[src/rtl/if_id_fetch_queue_pkg.sv]
// rtl/if_id_fetch_queue_pkg.sv - shared fetch-path constants and the fetch entry record
package if_id_fetch_queue_pkg;

    localparam int ADDR_W_DEF = 32;
    localparam int DATA_W_DEF = 32;
    localparam logic [31:0] NOP_INSTR = 32'h0000_0000;
    localparam int PC_STEP = 4;

    typedef struct packed {
        logic [ADDR_W_DEF-1:0] pc;
        logic [DATA_W_DEF-1:0] instr;
    } fetch_entry_t;

endpackage

[src/rtl/if_id_fetch_queue_if.sv]
// rtl/if_id_fetch_queue_if.sv - fetch-side and decode-side signals of the IF/ID queue
interface if_id_fetch_queue_if #(
    parameter int ADDR_W = 32,
    parameter int DATA_W = 32,
    parameter int DEPTH  = 2
);
    localparam int CNT_W = $clog2(DEPTH) + 1;

    logic [ADDR_W-1:0] pc_fetch;
    logic [DATA_W-1:0] imem_rdata;
    logic              flush;
    logic              id_ready;
    logic              pc_stall;
    logic              id_valid;
    logic [ADDR_W-1:0] id_pc;
    logic [ADDR_W-1:0] id_pc_plus4;
    logic [DATA_W-1:0] id_instr;
    logic [CNT_W-1:0]  occupancy;

    modport master (
        output pc_fetch, imem_rdata, flush, id_ready,
        input  pc_stall, id_valid, id_pc, id_pc_plus4, id_instr, occupancy
    );

    modport slave (
        input  pc_fetch, imem_rdata, flush, id_ready,
        output pc_stall, id_valid, id_pc, id_pc_plus4, id_instr, occupancy
    );

endinterface

[src/rtl/if_id_fetch_queue_ram.sv]
// rtl/if_id_fetch_queue_ram.sv - entry storage: one write port, one asynchronous read port
module if_id_fetch_queue_ram #(
    parameter int DEPTH = 2,
    parameter int WIDTH = 64
) (
    input  logic                     clk_i,
    input  logic                     we_i,
    input  logic [$clog2(DEPTH)-1:0] waddr_i,
    input  logic [WIDTH-1:0]         wdata_i,
    input  logic [$clog2(DEPTH)-1:0] raddr_i,
    output logic [WIDTH-1:0]         rdata_o
);

    logic [WIDTH-1:0] mem_q [DEPTH];

    // Contents need no reset: the control logic never exposes an unwritten slot.
    always_ff @(posedge clk_i) begin
        if (we_i) begin
            mem_q[waddr_i] <= wdata_i;
        end
    end

    assign rdata_o = mem_q[raddr_i];

endmodule

[src/rtl/if_id_fetch_queue.sv]
// rtl/if_id_fetch_queue.sv - IF/ID fetch queue: buffers {pc, instr}, stalls PC when full, flushes on redirect
module if_id_fetch_queue
    import if_id_fetch_queue_pkg::*;
#(
    parameter int ADDR_W = ADDR_W_DEF,
    parameter int DATA_W = DATA_W_DEF,
    parameter int DEPTH  = 2
) (
    input logic                clk_i,
    input logic                reset_i,
    if_id_fetch_queue_if.slave bus
);

    localparam int PTR_W   = $clog2(DEPTH);
    localparam int CNT_W   = PTR_W + 1;
    localparam int ENTRY_W = ADDR_W + DATA_W;

    logic [PTR_W-1:0]   rd_ptr_q, rd_ptr_d;
    logic [PTR_W-1:0]   wr_ptr_q, wr_ptr_d;
    logic [CNT_W-1:0]   count_q, count_d;
    logic               push, pop, not_empty;
    logic [ENTRY_W-1:0] rd_entry;
    logic [ADDR_W-1:0]  head_pc;

    assign not_empty = (count_q != '0);

    // Flush and reset both suppress the handshake in the same cycle.
    assign bus.id_valid = reset_i & not_empty & ~bus.flush;
    assign pop          = bus.id_valid & bus.id_ready;
    assign push         = reset_i & ~bus.flush & ((count_q < CNT_W'(DEPTH)) | pop);
    assign bus.pc_stall = reset_i & ~bus.flush & ~push;

    always_comb begin
        count_d  = count_q;
        rd_ptr_d = rd_ptr_q;
        wr_ptr_d = wr_ptr_q;
        if (bus.flush) begin
            count_d  = '0;
            rd_ptr_d = wr_ptr_q;
        end else begin
            count_d = count_q + CNT_W'(push) - CNT_W'(pop);
            if (pop) begin
                rd_ptr_d = rd_ptr_q + PTR_W'(1);
            end
            if (push) begin
                wr_ptr_d = wr_ptr_q + PTR_W'(1);
            end
        end
    end

    always_ff @(posedge clk_i) begin
        if (!reset_i) begin
            count_q  <= '0;
            rd_ptr_q <= '0;
            wr_ptr_q <= '0;
        end else begin
            count_q  <= count_d;
            rd_ptr_q <= rd_ptr_d;
            wr_ptr_q <= wr_ptr_d;
        end
    end

    if_id_fetch_queue_ram #(
        .DEPTH(DEPTH),
        .WIDTH(ENTRY_W)
    ) u_ram (
        .clk_i  (clk_i),
        .we_i   (push),
        .waddr_i(wr_ptr_q),
        .wdata_i({bus.pc_fetch, bus.imem_rdata}),
        .raddr_i(rd_ptr_q),
        .rdata_o(rd_entry)
    );

    assign head_pc         = not_empty ? rd_entry[ENTRY_W-1:DATA_W] : '0;
    assign bus.id_pc       = head_pc;
    assign bus.id_pc_plus4 = head_pc + ADDR_W'(PC_STEP);
    assign bus.id_instr    = not_empty ? rd_entry[DATA_W-1:0] : DATA_W'(NOP_INSTR);
    assign bus.occupancy   = count_q;

endmodule

[src/flat_wrapper.sv]
// flat-port wrapper written by rule: the top's interface ports become plain ports
module if_id_fetch_queue_flat import if_id_fetch_queue_pkg::*;
#(
    parameter int ADDR_W = ADDR_W_DEF,
    parameter int DATA_W = DATA_W_DEF,
    parameter int DEPTH  = 2
)
  (clk_i, reset_i, bus_pc_fetch, bus_imem_rdata, bus_flush, bus_id_ready, bus_pc_stall, bus_id_valid, bus_id_pc, bus_id_pc_plus4, bus_id_instr, bus_occupancy);
  if_id_fetch_queue_if #(.ADDR_W(ADDR_W), .DATA_W(DATA_W), .DEPTH(DEPTH)) bus_i ();
  input logic clk_i;
  input logic reset_i;
  input wire logic [$bits(bus_i.pc_fetch)-1:0] bus_pc_fetch;
  input wire logic [$bits(bus_i.imem_rdata)-1:0] bus_imem_rdata;
  input wire logic [$bits(bus_i.flush)-1:0] bus_flush;
  input wire logic [$bits(bus_i.id_ready)-1:0] bus_id_ready;
  output wire logic [$bits(bus_i.pc_stall)-1:0] bus_pc_stall;
  output wire logic [$bits(bus_i.id_valid)-1:0] bus_id_valid;
  output wire logic [$bits(bus_i.id_pc)-1:0] bus_id_pc;
  output wire logic [$bits(bus_i.id_pc_plus4)-1:0] bus_id_pc_plus4;
  output wire logic [$bits(bus_i.id_instr)-1:0] bus_id_instr;
  output wire logic [$bits(bus_i.occupancy)-1:0] bus_occupancy;
  assign bus_i.pc_fetch = bus_pc_fetch;
  assign bus_i.imem_rdata = bus_imem_rdata;
  assign bus_i.flush = bus_flush;
  assign bus_i.id_ready = bus_id_ready;
  assign bus_pc_stall = bus_i.pc_stall;
  assign bus_id_valid = bus_i.id_valid;
  assign bus_id_pc = bus_i.id_pc;
  assign bus_id_pc_plus4 = bus_i.id_pc_plus4;
  assign bus_id_instr = bus_i.id_instr;
  assign bus_occupancy = bus_i.occupancy;
  if_id_fetch_queue #(.ADDR_W(ADDR_W), .DATA_W(DATA_W), .DEPTH(DEPTH)) u_core (.clk_i(clk_i), .reset_i(reset_i), .bus(bus_i));
endmodule
[config.mk]
export PLATFORM = sky130hd
export DESIGN_NAME = if_id_fetch_queue_flat
export DESIGN_NICKNAME = d
export VERILOG_FILES = /design/src/rtl/if_id_fetch_queue_pkg.sv /design/src/rtl/if_id_fetch_queue_if.sv /design/src/rtl/if_id_fetch_queue_ram.sv /design/src/rtl/if_id_fetch_queue.sv /design/src/flat_wrapper.sv
export SDC_FILE = /design/constraint.sdc
export NUM_CORES = 1
export LEC_CHECK = 0
export CAP_MARGIN = 20
export CORE_ASPECT_RATIO = 1.1
export CORE_MARGIN = 2
export CORE_UTILIZATION = 30
export DETAILED_ROUTE_END_ITERATION = 12
export DONT_BUFFER_PORTS = 1
export PLACE_DENSITY = 0.49
export SLEW_MARGIN = 20
export SYNTH_ARGS = -nofsm -noshare
export SYNTH_HDL_FRONTEND = slang
export SYNTH_SLANG_ARGS = --single-unit
[constraint.sdc]
create_clock -name clk_i -period 9.6 [get_ports clk_i]
set_clock_uncertainty 0.15 [all_clocks]
set_input_delay 1.92 -clock clk_i [delete_from_list [all_inputs] [get_ports clk_i]]
set_output_delay 1.92 -clock clk_i [all_outputs]
set_load 0.05 [all_outputs]
* After elaboration in Yosys (flattened, before gate mapping) *
Memories as Yosys holds them, arrays and structs flattened. A register that Yosys moved wholly into a read port is not among the register bits.
Index checks and enable logic that the tools add are counted.
W data, S select, Z words.

storage, ports and cells
  RAM bits = 128
  word-level logic and storage cells = 32
  input port bits = 68
  memories = 1
  output and inout bits = 100
  register bits after elaboration = 4

operators by class
  bitwise logic cells = 10
  add/sub/neg operators = 5
  muxes and demuxes = 8
  reduce and logical (&&, ||, !) cells = 4
  order comparisons = 1

memories
  memory              words  width  read ports  clocked after Yosys merged registers in  write ports  line                         source
  u_core.u_ram.mem_q  2      64     1           1                                        1            if_id_fetch_queue_ram.sv:14  logic [WIDTH-1:0] mem_q [DEPTH];

operators with widths
  cell                     number
  $mux W32                 2
  $add A32 B3 Y32 const B  1
  $and A1 B1 Y1            6
  $mux W1                  6
  $reduce_bool A2 Y1       2
  $not A1 Y1               3
  $add A1 B1 Y1 const B    2
  $add A2 B1 Y2            1
  $lt A2 B2 Y1 const B     1
  $reduce_and A2 Y1        1
  $reduce_or A2 Y1         1
  $sub A2 B1 Y2            1
  $or A1 B1 Y1             1

* Depth between registers and ports, before layout *
Gate-level depths: netlist of the first run.

  depth in word-level cells = 8
  gate-level depth with buffers = 12
  mapped depth without buffers = 9

* Hierarchy *
A second synthesis of the first run with hierarchy kept.

unflattened totals
  cell total of the unflattened synthesis = 394
  area, all modules = 6206.0 um^2

modules (own cells, without submodules)
  module                 cells an instance  times used  sequential area each (um^2)  area each (um^2)
  if_id_fetch_queue_ram  201                1           3843.7                       4933.5
  if_id_fetch_queue      193                1           80.1                         1272.5

* Worst setup path before layout of the first run *
OpenSTA, ideal clock, no wires.

  path type = input port to flip-flop
  from = in bus_flush
  to = mem u_core.u_ram.mem_q[0][0], enable pin
  stages = 2
  buffers on the path = 0
  arrival time = 6.555 ns
  setup slack = 2.330 ns
  data required time = 8.885 ns
  setup time = 0.565 ns
  path through = nand2b_1 nor3_1

between the ends
  longest elaborated chain between the ends = 7
  elaborated cells on any way between the ends = 8
  classes of those cells = mux (2); bitwise (6)

RTL lines
  element                            line                                              source
  start: declaration                 flat_wrapper.sv:14                                input wire logic [$bits(bus_i.flush)-1:0] bus_flush;
  $not A1 Y1 (*)                     if_id_fetch_queue.sv:28, if_id_fetch_queue.sv:30
  $and A1 B1 Y1                      if_id_fetch_queue.sv:28                           assign bus.id_valid = reset_i & not_empty & ~bus.flush;
  $and A1 B1 Y1                      if_id_fetch_queue.sv:29                           assign pop = bus.id_valid & bus.id_ready;
  $or A1 B1 Y1                       if_id_fetch_queue.sv:30                           assign push = reset_i & ~bus.flush & ((count_q < CNT_W'(DEPTH)) | pop);
  $and A1 B1 Y1 (*)                  if_id_fetch_queue.sv:30
  $mux W1 (*)                        if_id_fetch_queue_ram.sv:18                       if (we_i) begin
  $mux W1 (implied by the code) (*)  if_id_fetch_queue_ram.sv:19                       mem_q[waddr_i] <= wdata_i;
  end: declaration                   if_id_fetch_queue_ram.sv:14

Mark *: on every way between the ends. The rest lies on a longest branch, timed or not.

* Final worst setup path of the first run *
  from = reg u_core.count_q[1], in the netlist u_core.bus.occupancy[1]
  to = out bus_id_pc_plus4[28]

between the ends
  longest elaborated chain between the ends = 3

RTL lines
  element                   line                     source
  start: declaration        if_id_fetch_queue.sv:20  logic [CNT_W-1:0] count_q, count_d;
  start signal: assignment  if_id_fetch_queue.sv:57  count_q <= count_d;
  $reduce_bool A2 Y1        if_id_fetch_queue.sv:25  assign not_empty = (count_q != '0);
  $mux W32                  if_id_fetch_queue.sv:75  assign head_pc = not_empty ? rd_entry[ENTRY_W-1:DATA_W] : '0;
  named net bus_id_pc[17]   flat_wrapper.sv:18       output wire logic [$bits(bus_i.id_pc)-1:0] bus_id_pc;
  $add A32 B3 Y32           if_id_fetch_queue.sv:77  assign bus.id_pc_plus4 = head_pc + ADDR_W'(PC_STEP);
  end: declaration          flat_wrapper.sv:19       output wire logic [$bits(bus_i.id_pc_plus4)-1:0] bus_id_pc_plus4;

The timed path passes the listed nets, and every way through them passes these cells.

==> results of run 1 <==
## synthesized netlist by cell type (4+ instances only)
master / instances
edfxtp_1: 128
nor2_1: 72
mux2i_1: 63
xor2_1: 21
buf_2: 13
nand3_1: 13
nor3_1: 12
nand2_1: 10
xnor2_1: 10
inv_1: 8
nand3b_1: 6
dfxtp_1: 5
nor4_2: 5
a211oi_2: 4
## state kept, by name, summed over array words and instances, names as in the netlist, named ones only
register,count
u_core.rd_ptr_q,1
u_core.bus.occupancy,2
u_core.wr_ptr_q,1
u_core.u_ram.mem_q,128
## power groups by stage
stage,clock network [mW],registers (mW),logic [mW]
4_1_cts,0.655,0.672,0.114
6_report,0.637,0.672,0.112
5_1_grt,0.680,0.674,0.120
2_1_floorplan,0,0.679,0.105
3_5_place_dp,0,0.684,0.114
3_3_place_gp,0,0.684,0.113
## critical path, delay by kind of cell (launching register included)
kind                   cells  cell delay (ns)
AND/OR/NAND/NOR            4             1.99
XOR/XNOR                   1             0.81
flip-flops                 1             0.73
buffers and inverters      2             0.62
## per-layer routing
metal  vias up  global-route usage  part of all wire
met4         4              0.0459             0.014
met3        18              0.0790              0.13
met2       140               0.200              0.46
li1       1511                   -                 -
met5         -                   0            0.0021
met1      1510               0.133              0.39
## cells by family after synthesis
family,Yosys count,synth area share
simple gates,137,0.121
flops,133,0.667
fa+ha+maj,3,0.00635
compound gates,14,0.0222
mux,64,0.109
xor+xnor,31,0.0459
buf+inv,28,0.0290
## through the flow
| step | power (mW) | worst slack (ns) | std cells |
|---|---|---|---|
| after CTS | 1.44 | 2.88 | 676 |
| after global placement | 0.797 | 3.42 | 642 |
| after detailed placement | 0.798 | 3.33 | 644 |
| after floorplan | 0.784 | 2.33 | 410 |
| after global routing | 1.47 | 2.65 | 676 |
| final | 1.42 | 2.95 | 678 |
## cell type report
class                      instances  area, um^2
fill                            1881       12500
clock buffer                      19         433
tap                              247         309
timing repair buffer               7        48.8
clock inverter                    13         156
antenna                            2        5.00
multi-input combinational        249        1830
sequential                       133        3950
inverter                           8        30.0
## how the worst max path moves through the flow
stage	start	to	slack [ns]	cells past startpoint
after CTS	u_core.bus.occupancy[1]	bus_id_pc_plus4[31]	2.88	7
final	u_core.bus.occupancy[1]	bus_id_pc_plus4[28]	2.95	7
after floorplan	bus_flush	u_core.u_ram.mem_q[0][0]	2.33	2
after global routing	u_core.bus.occupancy[1]	bus_id_pc_plus4[31]	2.65	7
after detailed placement	u_core.bus.occupancy[1]	bus_id_pc_plus4[31]	3.33	7
after global placement	u_core.bus.occupancy[1]	bus_id_pc_plus4[31]	3.42	7
==> flow_summary.json, run 1 <==
{
  "outcome": "complete, no violations",
  "power_frac_clock": 0.448,
  "first_pass_iters": 4,
  "yosysUniqueCellTypes": 38,
  "hold_ws_ns": 0.393,
  "r2r_setup_slack_ns": 5.90,
  "seqPwrFrac": 0.473,
  "core_um2": 19200,
  "power_density_nw_per_um2": 210,
  "grt_pass1_vias": 3390,
  "fmax_mhz": 150,
  "die-area_um2": 20900,
  "ys.warnings.count": 0,
  "gp_congestion": 0.750,
  "grt_pass1_wl_um": 18900,
  "worstSetupEndpointType": "output port",
  "path_cells": "nor2_4 > buf_4 > buf_4 > nor2_1 > nand4_2 > nor4_2 > xor2_1",
  "p_sw_frac": 0.234,
  "vias": 3183,
  "cp.required_ns": 7.53,
  "pwr-share-comb": 0.079,
  "syn_nets": 481,
  "cts.reportedPaths.clkPinSlew_ns": 0.06,
  "synth-async-reset-ratio": 0,
  "cts_root_buf": "clkbuf_16",
  "cts_resized": 0,
  "rows": 53,
  "synth_top_area_cell": "edfxtp_1",
  "setup_tns_ns": 0,
  "cp_max_fo": 51,
  "clk_latency_ns": 0.41,
  "synth_top_area_share": 0.650,
  "worstReg2RegEnd": "u_core.bus.occupancy[1]",
  "antenna_found_initial": 3,
  "cts_setup_buffers": 0,
  "reg2reg_depth": 11,
  "grt_setup_unrepaired": "no",
  "grt_max_degree": 65,
  "num_io_pins": 168,
  "cts_tree": "done",
  "drt_iter0_markers": 119,
  "timing.rr.start": "u_core.bus.occupancy[1]",
  "drv_slew": 0,
  "critPathKind": "register to output port",
  "period_minus_slack_ns": 6.65,
  "place_area_um2": 6160,
  "nets": 487,
  "final_common_cell": "edfxtp_1",
  "grt-ovfl-total": 0,
  "ys_seq_area_frac": 0.667,
  "arrival_ns": 4.58,
  "power.leakage_nw": 2.25,
  "ys.flop_type": "edfxtp_1",
  "synthTopCellsByArea": "edfxtp_1, mux2i_1, nor2_1",
  "syn_inst": 410,
  "p_int_mw": 1.09,
  "hold_violations": 0,
  "numCtsBuffers": 17,
  "cpMaxStageDelayCell": "nor2_1",
  "peakVddDrop_mv": 0.112,
  "min_to": "u_core.wr_ptr_q",
  "fin_util": 0.351,
  "drt_wl_total_um": 12800,
  "syn_area_um2": 5910,
  "syn_avg_cell_area_um2": 14.4,
  "crit_path_start_kind": "register",
  "hp-start": "u_core.wr_ptr_q",
  "finalCritPeriodShare": 0.693,
  "clock-sinks": 133,
  "fp.dieH_um": 151,
  "layout_common_cells": "edfxtp_1, nor2_1, mux2i_1, xor2_1, clkbuf_16",
  "ant_nets": 0,
  "cts_hold_buf": 0,
  "detailed_place_hpwl_um": 8750,
  "fin_area_um2": 6760,
  "syn2layout_area_growth_pct": 14.2,
  "start_util": 0.308,
  "hold_depth": 2,
  "cts_buffer_depth": 2,
  "crit_path_frequent_cell": "buf_4",
  "grt.total_usage": 0.125,
  "p_switching_uw": 332,
  "ys_seq_elements": 133,
  "timing.slew.headroom": 0.249,
  "io_buffers": 0,
  "wire_per_inst_um": 18.9,
  "htreeDepth": 4,
  "drive_gt1_frac": 0.138,
  "drv_cap": 0,
  "cpPeakStageDelay_ns": 0.93,
  "synth_edf_count": 128,
  "viasPerCell": 4.69,
  "tightestPinTransition_ns": 1.12,
  "post-route-drc-count": 0,
  "die_x_um": 138,
  "setup_viol": 0,
  "hold_class": "register to register"
}
Power figures use the tool's default switching activity.
==> inputs of run 2 (changes only) <==
==> constraint.sdc (replaced) <==
create_clock -name clk_i -period 6.3 [get_ports clk_i]
set_clock_uncertainty 0.15 [all_clocks]
set_input_delay 1.26 -clock clk_i [delete_from_list [all_inputs] [get_ports clk_i]]
set_output_delay 1.26 -clock clk_i [all_outputs]
set_load 0.05 [all_outputs]
==> flow_summary.json, run 2 (synthesis results as in run 1) <==
{
  "ant_nets": 0,
  "rows": 53,
  "core_um2": 19200,
  "drive_gt1_frac": 0.198,
  "drv_slew": 0,
  "fp.dieH_um": 151,
  "cpPeakStageDelay_ns": 0.72,
  "grt-ovfl-total": 0,
  "power_frac_clock": 0.449,
  "pwr-share-comb": 0.086,
  "arrival_ns": 3.89,
  "clock-sinks": 133,
  "power.leakage_nw": 2.42,
  "cts_resized": 0,
  "p_total_mw": 2.19,
  "start_util": 0.308,
  "timing.slew.headroom": 0.246,
  "hold_depth": 2,
  "post-route-drc-count": 0,
  "numCtsBuffers": 17,
  "fmax_mhz": 189,
  "hold_class": "register to register",
  "min_to": "u_core.wr_ptr_q",
  "antenna_found_initial": 0,
  "tightestPinTransition_ns": 1.12,
  "grt_pass1_vias": 3465,
  "crit_path_start_kind": "register",
  "reg2reg_depth": 10,
  "cts_buffer_depth": 2,
  "worstSetupEndpointType": "output port",
  "cp.required_ns": 4.89,
  "cp_max_fo": 10,
  "dp_slack_ns": 1.39,
  "r2r_setup_slack_ns": 2.99,
  "grt_max_degree": 80,
  "peakVddDrop_mv": 0.184,
  "detailed_place_hpwl_um": 8980,
  "cts_tree": "done",
  "layout_setup_ws_ns": 0.996,
  "gp_congestion": 0.732,
  "vias": 3338,
  "p_int_mw": 1.64,
  "cts.reportedPaths.clkPinSlew_ns": 0.06,
  "hold_violations": 0,
  "drt_wl_total_um": 13100,
  "fin_util": 0.364,
  "nets": 517,
  "p_sw_frac": 0.250,
  "cts_hold_buf": 0,
  "final_common_cell": "edfxtp_1",
  "wire_per_inst_um": 18.6,
  "viasPerCell": 4.73,
  "num_io_pins": 168,
  "io_buffers": 0,
  "cts_root_buf": "clkbuf_16",
  "top_register": "u_core.u_ram.mem_q",
  "outcome": "complete, no violations",
  "finalCritPeriodShare": 0.842,
  "clk_latency_ns": 0.41,
  "seqPwrFrac": 0.465,
  "hp-start": "u_core.wr_ptr_q",
  "setup_tns_ns": 0,
  "critPathKind": "register to output port",
  "setup_viol": 0,
  "grt.total_usage": 0.125,
  "path_cells": "nor2_4 > or2_2 > inv_1 > ha_1 > nor3b_2 > nand4_4 > nor3_1 > xnor2_1",
  "period_minus_slack_ns": 5.30,
  "power_density_nw_per_um2": 313,
  "layout_common_cells": "edfxtp_1, nor2_1, mux2i_1, buf_4, xor2_1",
  "cts_setup_buffers": 0,
  "drv_cap": 0,
  "p_switching_uw": 546,
  "worstReg2RegEnd": "u_core.bus.occupancy[1]",
  "grt_pass1_wl_um": 19100,
  "first_pass_iters": 4,
  "htreeDepth": 4,
  "die-area_um2": 20900,
  "antennaDiodeCount": 0,
  "crit_buf_inv": 1,
  "drt_iter0_markers": 99,
  "largest_reg_flops": 128,
  "timing.rr.start": "u_core.bus.occupancy[1]",
  "grt_setup_unrepaired": "no",
  "cpMaxStageDelayCell": "dfxtp_1",
  "die_x_um": 138,
  "syn2layout_area_growth_pct": 18.3,
  "critical_path.top_delay_family": "simple AND/OR/NAND/NOR gates"
}
-- run 2: changes by cell type in the layout (fill, tap and decap cells not counted), sizes merged --
cell    delta
clkinv     -2
bufinv     -1
clkbuf     -2
diode      -2
inv        +5
buf       +30
-- run 2: worst register-to-register path: stages (launching register included) --
cell,delay [ns]
dfxtp_1,0.72
nor2_4,0.13
buf_12,0.27
nor2_1,0.79
and2_1,0.29
ha_1,0.24
inv_1,0.06
ha_1,0.16
xor2_1,0.17
xnor2_1,0.15
nor2_1,0.05
-- run 2: stage by stage --
stage / instances / hold WS (ns) / instance area (um^2)
6_report: 706 / 0.417 / 7000
2_1_floorplan: 410 / 0.341 / 5920
3_3_place_gp: 674 / 0.391 / 6400
5_1_grt: 706 / 0.453 / 7000
3_5_place_dp: 674 / 0.416 / 6400
4_1_cts: 706 / 0.427 / 7000
-- run 2: worst max-delay path by stage --
stage | startpoint | endpoint | depth (start not counted)
detailed placement | u_core.bus.occupancy[1] | bus_id_pc_plus4[30] | 8
CTS | u_core.bus.occupancy[1] | bus_id_pc_plus4[30] | 8
floorplan | u_core.bus.occupancy[1] | bus_id_pc_plus4[28] | 11
global placement | u_core.bus.occupancy[1] | bus_id_pc_plus4[30] | 8
global route | u_core.bus.occupancy[1] | bus_id_pc_plus4[30] | 8
finish | u_core.bus.occupancy[1] | bus_id_pc_plus4[30] | 8
-- run 2: cell type report --
cell class / count / area, um^2
fillers: 1883 / 12200
inverters: 8 / 30.0
clock buffers: 17 / 425
repair buffers: 37 / 290
flip-flops and latches: 133 / 3950
clock inverters: 15 / 170
well taps: 247 / 309
multi-input cells: 249 / 1820
-- run 2: power groups by stage --
stage	clock (mW)	sequential, mW	combinational [mW]
after CTS	1.00	1.02	0.191
after detailed placement	0	1.04	0.191
final	0.983	1.02	0.188
after floorplan	0	1.03	0.160
after global placement	0	1.04	0.190
after global routing	1.04	1.02	0.200
-- run 2: routing by layer --
metal / vias up / global-route usage / routed length (um)
li1: 1576 / - / -
met1: 1605 / 0.134 / 5020
met2: 146 / 0.207 / 6250
met3: 11 / 0.0696 / 1690
met4: 0 / 0.0429 / 142
met5: - / 0 / 0
